`config.mk`:
```
export PLATFORM = sky130hd
export DESIGN_NAME = adder_stream_client_flat
export DESIGN_NICKNAME = d
export VERILOG_FILES = /design/src/rtl/adder_stream_client_if.sv /design/src/rtl/adder_stream_client.sv /design/src/flat_wrapper.sv
export SDC_FILE = /design/constraint.sdc
export NUM_CORES = 1
export LEC_CHECK = 0
export ABC_CLOCK_PERIOD_IN_PS = 22900
export CORE_AREA = 4 4 353 355
export CTS_BUF_LIST = sky130_fd_sc_hd__clkbuf_4
export DETAILED_ROUTE_END_ITERATION = 6
export DIE_AREA = 0 0 357 359
export MAX_ROUTING_LAYER = met4
export PLACE_DENSITY = 0.62
export SLEW_MARGIN = 20
export SYNTH_ARGS = -nofsm -noshare
export SYNTH_HDL_FRONTEND = slang
export SYNTH_SLANG_ARGS = --single-unit
```
`constraint.sdc`:
```
create_clock -name clk -period 22.9 [get_ports clk]
set_input_delay 4.58 -clock clk [delete_from_list [all_inputs] [get_ports clk]]
set_output_delay 4.58 -clock clk [all_outputs]
set_load 0.02 [all_outputs]
```
`src/rtl/adder_stream_client_if.sv`:
```
// ----------------------------------------------------------------------------
// adder_stream_client_if
//
// AXI-Stream link between adder_stream_client (master) and the adder's
// AXI-Stream slave port.
//
// Signals:
//   tvalid  master -> slave  beat valid
//   tready  slave  -> master slave can accept the beat
//   tdata   master -> slave  beat payload, AXIS_MAX_DATAW bits
//   tlast   master -> slave  last beat of the transaction
// ----------------------------------------------------------------------------
interface adder_stream_client_if #(
  parameter int AXIS_MAX_DATAW = 512
);

  logic                      tvalid;
  logic                      tready;
  logic [AXIS_MAX_DATAW-1:0] tdata;
  logic                      tlast;

  modport master (
    output tvalid,
    output tdata,
    output tlast,
    input  tready
  );

  modport slave (
    input  tvalid,
    input  tdata,
    input  tlast,
    output tready
  );

endinterface

```
`src/rtl/adder_stream_client.sv`:
```
// ----------------------------------------------------------------------------
// adder_stream_client
//
// Feeds operands to the AXI-Stream adder and collects the sum. Operands come
// in on a valid/ready request port and are buffered in a first-word
// fall-through FIFO of {last, data} entries. They are streamed out as one
// AXI-Stream transaction ending with tlast. The block then waits for the
// adder's response and presents it on the result port for one cycle.
//
// Parameters:
//   DATAW          operand / sum width
//   AXIS_MAX_DATAW AXI-Stream tdata width (>= DATAW), operand zero-extended
//   DEPTH          FIFO entries, power of two, >= 2
//
// Ports:
//   clk, rst               clock, synchronous active-high reset
//   client_tdata/tlast     operand and its end-of-transaction flag
//   client_valid/ready     request handshake (ready = FIFO not full)
//   axis_client_interface  AXI-Stream master towards the adder
//   response/_valid        adder sum (valid is a level, may stay high)
//   result/result_valid    captured sum, valid pulses for one cycle
//   txn_count              completed transactions, wraps at 2^16
// ----------------------------------------------------------------------------
module adder_stream_client #(
  parameter int DATAW          = 128,
  parameter int AXIS_MAX_DATAW = 512,
  parameter int DEPTH          = 8
) (
  input  logic                         clk,
  input  logic                         rst,

  input  logic [DATAW-1:0]             client_tdata,
  input  logic                         client_tlast,
  input  logic                         client_valid,
  output logic                         client_ready,

  adder_stream_client_if.master        axis_client_interface,

  input  logic [DATAW-1:0]             response,
  input  logic                         response_valid,

  output logic [DATAW-1:0]             result,
  output logic                         result_valid,
  output logic [15:0]                  txn_count
);

  localparam int PTRW   = (DEPTH > 1) ? $clog2(DEPTH) : 1;
  localparam int CNTW   = PTRW + 1;
  localparam int ENTRYW = DATAW + 1;
  localparam logic [CNTW-1:0] FULL_COUNT = CNTW'(DEPTH);

  typedef enum logic [1:0] {
    IDLE      = 2'd0,
    STREAM    = 2'd1,
    WAIT_RESP = 2'd2
  } state_t;

  state_t state_reg;
  state_t state_next;

  // --------------------------------------------------------------------------
  // FIFO storage and bookkeeping
  // --------------------------------------------------------------------------
  logic [ENTRYW-1:0] fifo_mem [DEPTH];
  logic [PTRW-1:0]   wr_ptr_reg;
  logic [PTRW-1:0]   wr_ptr_next;
  logic [PTRW-1:0]   rd_ptr_reg;
  logic [PTRW-1:0]   rd_ptr_next;
  logic [CNTW-1:0]   count_reg;
  logic [CNTW-1:0]   count_next;

  logic              fifo_empty;
  logic              fifo_full;
  logic              push;
  logic              pop;
  logic [ENTRYW-1:0] head_entry;
  logic [DATAW-1:0]  head_data;
  logic              head_last;

  logic              tvalid;
  logic              resp_capture;

  logic [DATAW-1:0]  result_reg;
  logic              result_valid_reg;
  logic [15:0]       txn_count_reg;

  assign fifo_empty   = (count_reg == '0);
  assign fifo_full    = (count_reg == FULL_COUNT);
  assign client_ready = !fifo_full;

  // Full blocks a push even when a pop happens in the same cycle, so ready
  // never depends on tready.
  assign push = client_valid && !fifo_full;
  assign pop  = tvalid && axis_client_interface.tready;

  // Head of the FIFO is read combinationally so the oldest entry is always
  // visible on the stream outputs (first-word fall-through).
  assign head_entry = fifo_mem[rd_ptr_reg];

  // Outputs are forced to zero while the FIFO is empty so stale storage never
  // leaks onto tdata/tlast (the array itself is not cleared on reset).
  assign head_data = fifo_empty ? '0   : head_entry[DATAW-1:0];
  assign head_last = fifo_empty ? 1'b0 : head_entry[DATAW];

  always_ff @(posedge clk) begin
    if (push) begin
      fifo_mem[wr_ptr_reg] <= {client_tlast, client_tdata};
    end
  end

  // DEPTH is a power of two, so natural pointer overflow is the modulo wrap.
  always_comb begin
    wr_ptr_next = wr_ptr_reg;
    rd_ptr_next = rd_ptr_reg;
    count_next  = count_reg;
    if (push) begin
      wr_ptr_next = wr_ptr_reg + PTRW'(1);
    end
    if (pop) begin
      rd_ptr_next = rd_ptr_reg + PTRW'(1);
    end
    case ({push, pop})
      2'b10:   count_next = count_reg + CNTW'(1);
      2'b01:   count_next = count_reg - CNTW'(1);
      default: count_next = count_reg;
    endcase
  end

  always_ff @(posedge clk) begin
    if (rst) begin
      wr_ptr_reg <= '0;
      rd_ptr_reg <= '0;
      count_reg  <= '0;
    end else begin
      wr_ptr_reg <= wr_ptr_next;
      rd_ptr_reg <= rd_ptr_next;
      count_reg  <= count_next;
    end
  end

  // --------------------------------------------------------------------------
  // FSM: state register
  // --------------------------------------------------------------------------
  always_ff @(posedge clk) begin
    if (rst) begin
      state_reg <= IDLE;
    end else begin
      state_reg <= state_next;
    end
  end

  // --------------------------------------------------------------------------
  // FSM: next-state logic
  // --------------------------------------------------------------------------
  always_comb begin
    state_next = state_reg;
    case (state_reg)
      IDLE: begin
        if (!fifo_empty) begin
          state_next = STREAM;
        end
      end
      STREAM: begin
        // Draining empty mid-transaction keeps us here; only the beat
        // carrying last ends the transaction.
        if (pop && head_last) begin
          state_next = WAIT_RESP;
        end
      end
      WAIT_RESP: begin
        if (response_valid) begin
          state_next = IDLE;
        end
      end
      default: begin
        state_next = IDLE;
      end
    endcase
  end

  // --------------------------------------------------------------------------
  // FSM: outputs
  // --------------------------------------------------------------------------
  always_comb begin
    tvalid       = 1'b0;
    resp_capture = 1'b0;
    case (state_reg)
      STREAM:    tvalid       = !fifo_empty;
      WAIT_RESP: resp_capture = response_valid;
      default: begin
        tvalid       = 1'b0;
        resp_capture = 1'b0;
      end
    endcase
  end

  assign axis_client_interface.tvalid = tvalid;
  assign axis_client_interface.tdata  = AXIS_MAX_DATAW'(head_data);
  assign axis_client_interface.tlast  = head_last;

  // --------------------------------------------------------------------------
  // Result capture and transaction counter
  // --------------------------------------------------------------------------
  always_ff @(posedge clk) begin
    if (rst) begin
      result_reg       <= '0;
      result_valid_reg <= 1'b0;
      txn_count_reg    <= '0;
    end else begin
      result_valid_reg <= resp_capture;
      if (resp_capture) begin
        result_reg    <= response;
        txn_count_reg <= txn_count_reg + 16'd1;
      end
    end
  end

  assign result       = result_reg;
  assign result_valid = result_valid_reg;
  assign txn_count    = txn_count_reg;

endmodule
```
`src/flat_wrapper.sv`:
```
// flat-port wrapper written by rule: the top's interface ports become plain ports
module adder_stream_client_flat 
#(
  parameter int DATAW          = 128,
  parameter int AXIS_MAX_DATAW = 512,
  parameter int DEPTH          = 8
)
  (clk, rst, client_tdata, client_tlast, client_valid, client_ready, response, response_valid, result, result_valid, txn_count, axis_client_interface_tvalid, axis_client_interface_tdata, axis_client_interface_tlast, axis_client_interface_tready);
  adder_stream_client_if #(.AXIS_MAX_DATAW(AXIS_MAX_DATAW)) axis_client_interface_i ();
  input  logic clk;
  input  logic rst;
  input  logic [DATAW-1:0] client_tdata;
  input  logic client_tlast;
  input  logic client_valid;
  output logic client_ready;
  input  logic [DATAW-1:0] response;
  input  logic response_valid;
  output logic [DATAW-1:0] result;
  output logic result_valid;
  output logic [15:0] txn_count;
  output wire logic [$bits(axis_client_interface_i.tvalid)-1:0] axis_client_interface_tvalid;
  output wire logic [$bits(axis_client_interface_i.tdata)-1:0] axis_client_interface_tdata;
  output wire logic [$bits(axis_client_interface_i.tlast)-1:0] axis_client_interface_tlast;
  input wire logic [$bits(axis_client_interface_i.tready)-1:0] axis_client_interface_tready;
  assign axis_client_interface_tvalid = axis_client_interface_i.tvalid;
  assign axis_client_interface_tdata = axis_client_interface_i.tdata;
  assign axis_client_interface_tlast = axis_client_interface_i.tlast;
  assign axis_client_interface_i.tready = axis_client_interface_tready;
  adder_stream_client #(.DATAW(DATAW), .AXIS_MAX_DATAW(AXIS_MAX_DATAW), .DEPTH(DEPTH)) u_core (.clk(clk), .rst(rst), .client_tdata(client_tdata), .client_tlast(client_tlast), .client_valid(client_valid), .client_ready(client_ready), .axis_client_interface(axis_client_interface_i), .response(response), .response_valid(response_valid), .result(result), .result_valid(result_valid), .txn_count(txn_count));
endmodule
```
==> flow_metrics.py <==
metrics = {
    "status": {
        "status": "completed",
    },
    "pwr": {
        "p_per_area_nw_per_um2": 85.8,
        "p_leak_nw": 18.8,
        "ir_worst_vdd_mv": 0.0774,
    },
    "clock_tree": {
        "ctsResizeCount": 0,
        "cts_setup_buffers": 0,
        "clk_latency_ns": 1.20,
        "clockBufferDepth": 4,
        "clk_pin_slew_ns": 0.06,
        "cts_buffers": 329,
        "cts.sinks": 1192,
        "tritoncts": "built",
        "root_buffer": "clkbuf_4",
        "htree_levels": 5,
        "cts_hold_buf": 0,
    },
    "global_route": {
        "track_usage": 0.223,
        "antenna_found_initial": 44,
        "grt_pass1_wl_um": 196000,
        "grt-ovfl-total": 0,
        "grt_pass1_vias": 26300,
        "grt_max_degree": 133,
    },
    "final_layout": {
        "fin_nets": 3787,
        "drive_above_1_share": 0.220,
        "largest_reg_flops": 1032,
        "area_delta_synth_final_pct": 20.6,
        "utilization": 0.474,
        "fin_cells": 5384,
    },
    "synthesis": {
        "synth_top_area_cell": "edfxtp_1",
        "synth.avg_cell_area_um2": 17.4,
        "yosys_warnings": 0,
        "synth_top_cell_area_share": 0.649,
        "yosys-top-cells-count": "edfxtp_1 (1,032), buf_4 (390), nand2_1 (265)",
        "yosysSeqAreaShare": 0.716,
        "synth_area_um2": 47700,
        "synthTopCellsByArea": "edfxtp_1 (65%), mux4_2 (12%), dfxtp_1 (6.7%), buf_4 (6.1%), mux2i_1 (2.7%)",
        "ys_seq_elements": 1192,
        "synthMostInstantiatedCell": "edfxtp_1",
        "synth_edf_count": 1032,
        "async_reset_ff_frac": 0,
        "synthCells": 2748,
        "synth_cell_types": 46,
        "synthFlopType": "edfxtp_1",
    },
    "drt": {
        "post_drt_wl_per_cell_um": 26.1,
        "routed_via_density": 4.81,
        "drtIter0Drc": 1597,
        "vias": 25900,
        "postRouteWirelength_um": 141000,
        "dr.pass1.iters": 5,
        "drc": 0,
        "ant_nets": 0,
    },
    "place": {
        "portBuffers": 537,
        "place.gp.congestion": 0.942,
        "post-place-cells": 4812,
        "dp_hpwl_um": 90800,
    },
    "timing": {
        "tns_ns": 0,
        "hold_ws_ns": 0.454,
        "fmax_ghz": 0.0936,
        "final-hold-violation-count": 0,
        "setup_violations": 0,
        "relSlewSlack": 0.267,
        "period_share": 0.467,
        "slew_viol_final": 0,
        "period_needed_ns": 10.69,
        "final.setup_skew_ns": 0.0823,
        "tightest_slew_ns": 1.10,
        "rsz0062_at_grt": "false",
    },
    "worst_setup_path": {
        "crit_path_start_kind": "register",
        "required_ns": 18.32,
        "reg2regPathDepth": 6,
        "cp-end-kind": "output pin",
        "worst-endpoint-arrival_ns": 6.11,
        "cp_max_fo": 43,
        "crit_type": "register to output pin",
    },
    "floorplanning": {
        "die_w_um": 357,
        "core_um2": 121000,
        "dieArea_um2": 128000,
        "start_util": 0.393,
        "io_pins": 922,
        "rows": 128,
        "dieHeight_um": 359,
    },
    "min_path": {
        "hold_class": "register to register",
        "hold_depth": 2,
    },
    "job": {
        "maxCapViolCount": 0,
    },
}
-- final timing paths --
kind / start / to / slack (ns)
max: register / axis_client_interface_tdata[49] / 12.21
min: u_core.result[68] / u_core.result[68] / 0.45
max reg2reg: u_core.count_reg[1] / u_core.fifo_mem[4][52] / 18.96
min reg2reg: u_core.result[68] / u_core.result[68] / 0.45
-- critical path, stage by stage, from the launching register on --
cell and delay (ns):
dfxtp_4 0.94, buf_4 0.80, buf_4 0.75, buf_4 0.72, mux4_2 0.58, mux2i_1 0.26
nor2_1 0.07, clkdlybuf4s50_1 0.62
-- where the power goes --
group | switching [mW] | internal, mW
clock | 0.844 | 0.994
combinational | 0.399 | 0.267
sequential | 0.0214 | 2.42
-- per-stage QoR --
stage	power [mW]	setup WS [ns]	cell area, um^2
6_report	4.94	12.21	57600
5_1_grt	5.19	11.51	57600
4_1_cts	5.02	11.80	57500
3_3_place_gp	3.16	13.21	53500
2_1_floorplan	2.91	5.13	49200
3_5_place_dp	3.16	13.23	53500
-- cell usage in the layout, fill, tap and decap left out, types with 2 or more instances in the layout --
master           count
edfxtp_1          1032
clkdlybuf4s50_1    536
clkbuf_4           486
conb_1             384
nand2_1            265
mux4_2             258
dfxtp_1            157
nor2_1             153
a21oi_1            136
mux2i_1            130
clkinv_1            45
buf_4               35
diode_2             28
nand3_1             11
xor2_1              10
xnor2_1              8
ha_1                 6
clkinv_2             6
nand4_1              5
o21ai_0              5
buf_12               5
nor2b_1              4
inv_2                4
nor3_2               4
nor4_2               3
nor2_4               3
nor4_1               3
or3_1                3
nor3_1               3
dfxtp_4              3
bufinv_16            3
or4_1                2
nand2b_1             2
-- cell type report --
type | instances | area, um^2
repair buffers | 578 | 5770
flip-flops and latches | 1192 | 34200
diodes | 28 | 70.1
well taps | 1625 | 2030
clock buffers | 486 | 3650
multi-input cells | 1415 | 11500
clock inverters | 57 | 305
inverters | 3 | 11.3
fillers | 10500 | 63800
-- layer usage --
metal | track usage | share of wire | vias to the layer above
met2 | 0.332 | 0.47 | 1079
met1 | 0.271 | 0.40 | 13200
met4 | 0.0604 | 0.019 | 0
li1 | - | - | 11500
met3 | 0.108 | 0.11 | 199
met5 | - | 0 | -
-- cell families (layout without fill, tap and decap cells) --
kind of cell / after synthesis / in the layout / synth area share
simple gates: 473 / 473 / 0.0404
buf+inv: 524 / 1124 / 0.0736
xor+xnor: 18 / 18 / 0.00330
flops: 1192 / 1192 / 0.716
mux: 390 / 390 / 0.149
compound gates: 144 / 144 / 0.0153
fa+ha+maj: 6 / 6 / 0.00157
other cells: 1 / 412 / 0.0000785
Note: power is estimated with default switching activity, not from simulation.
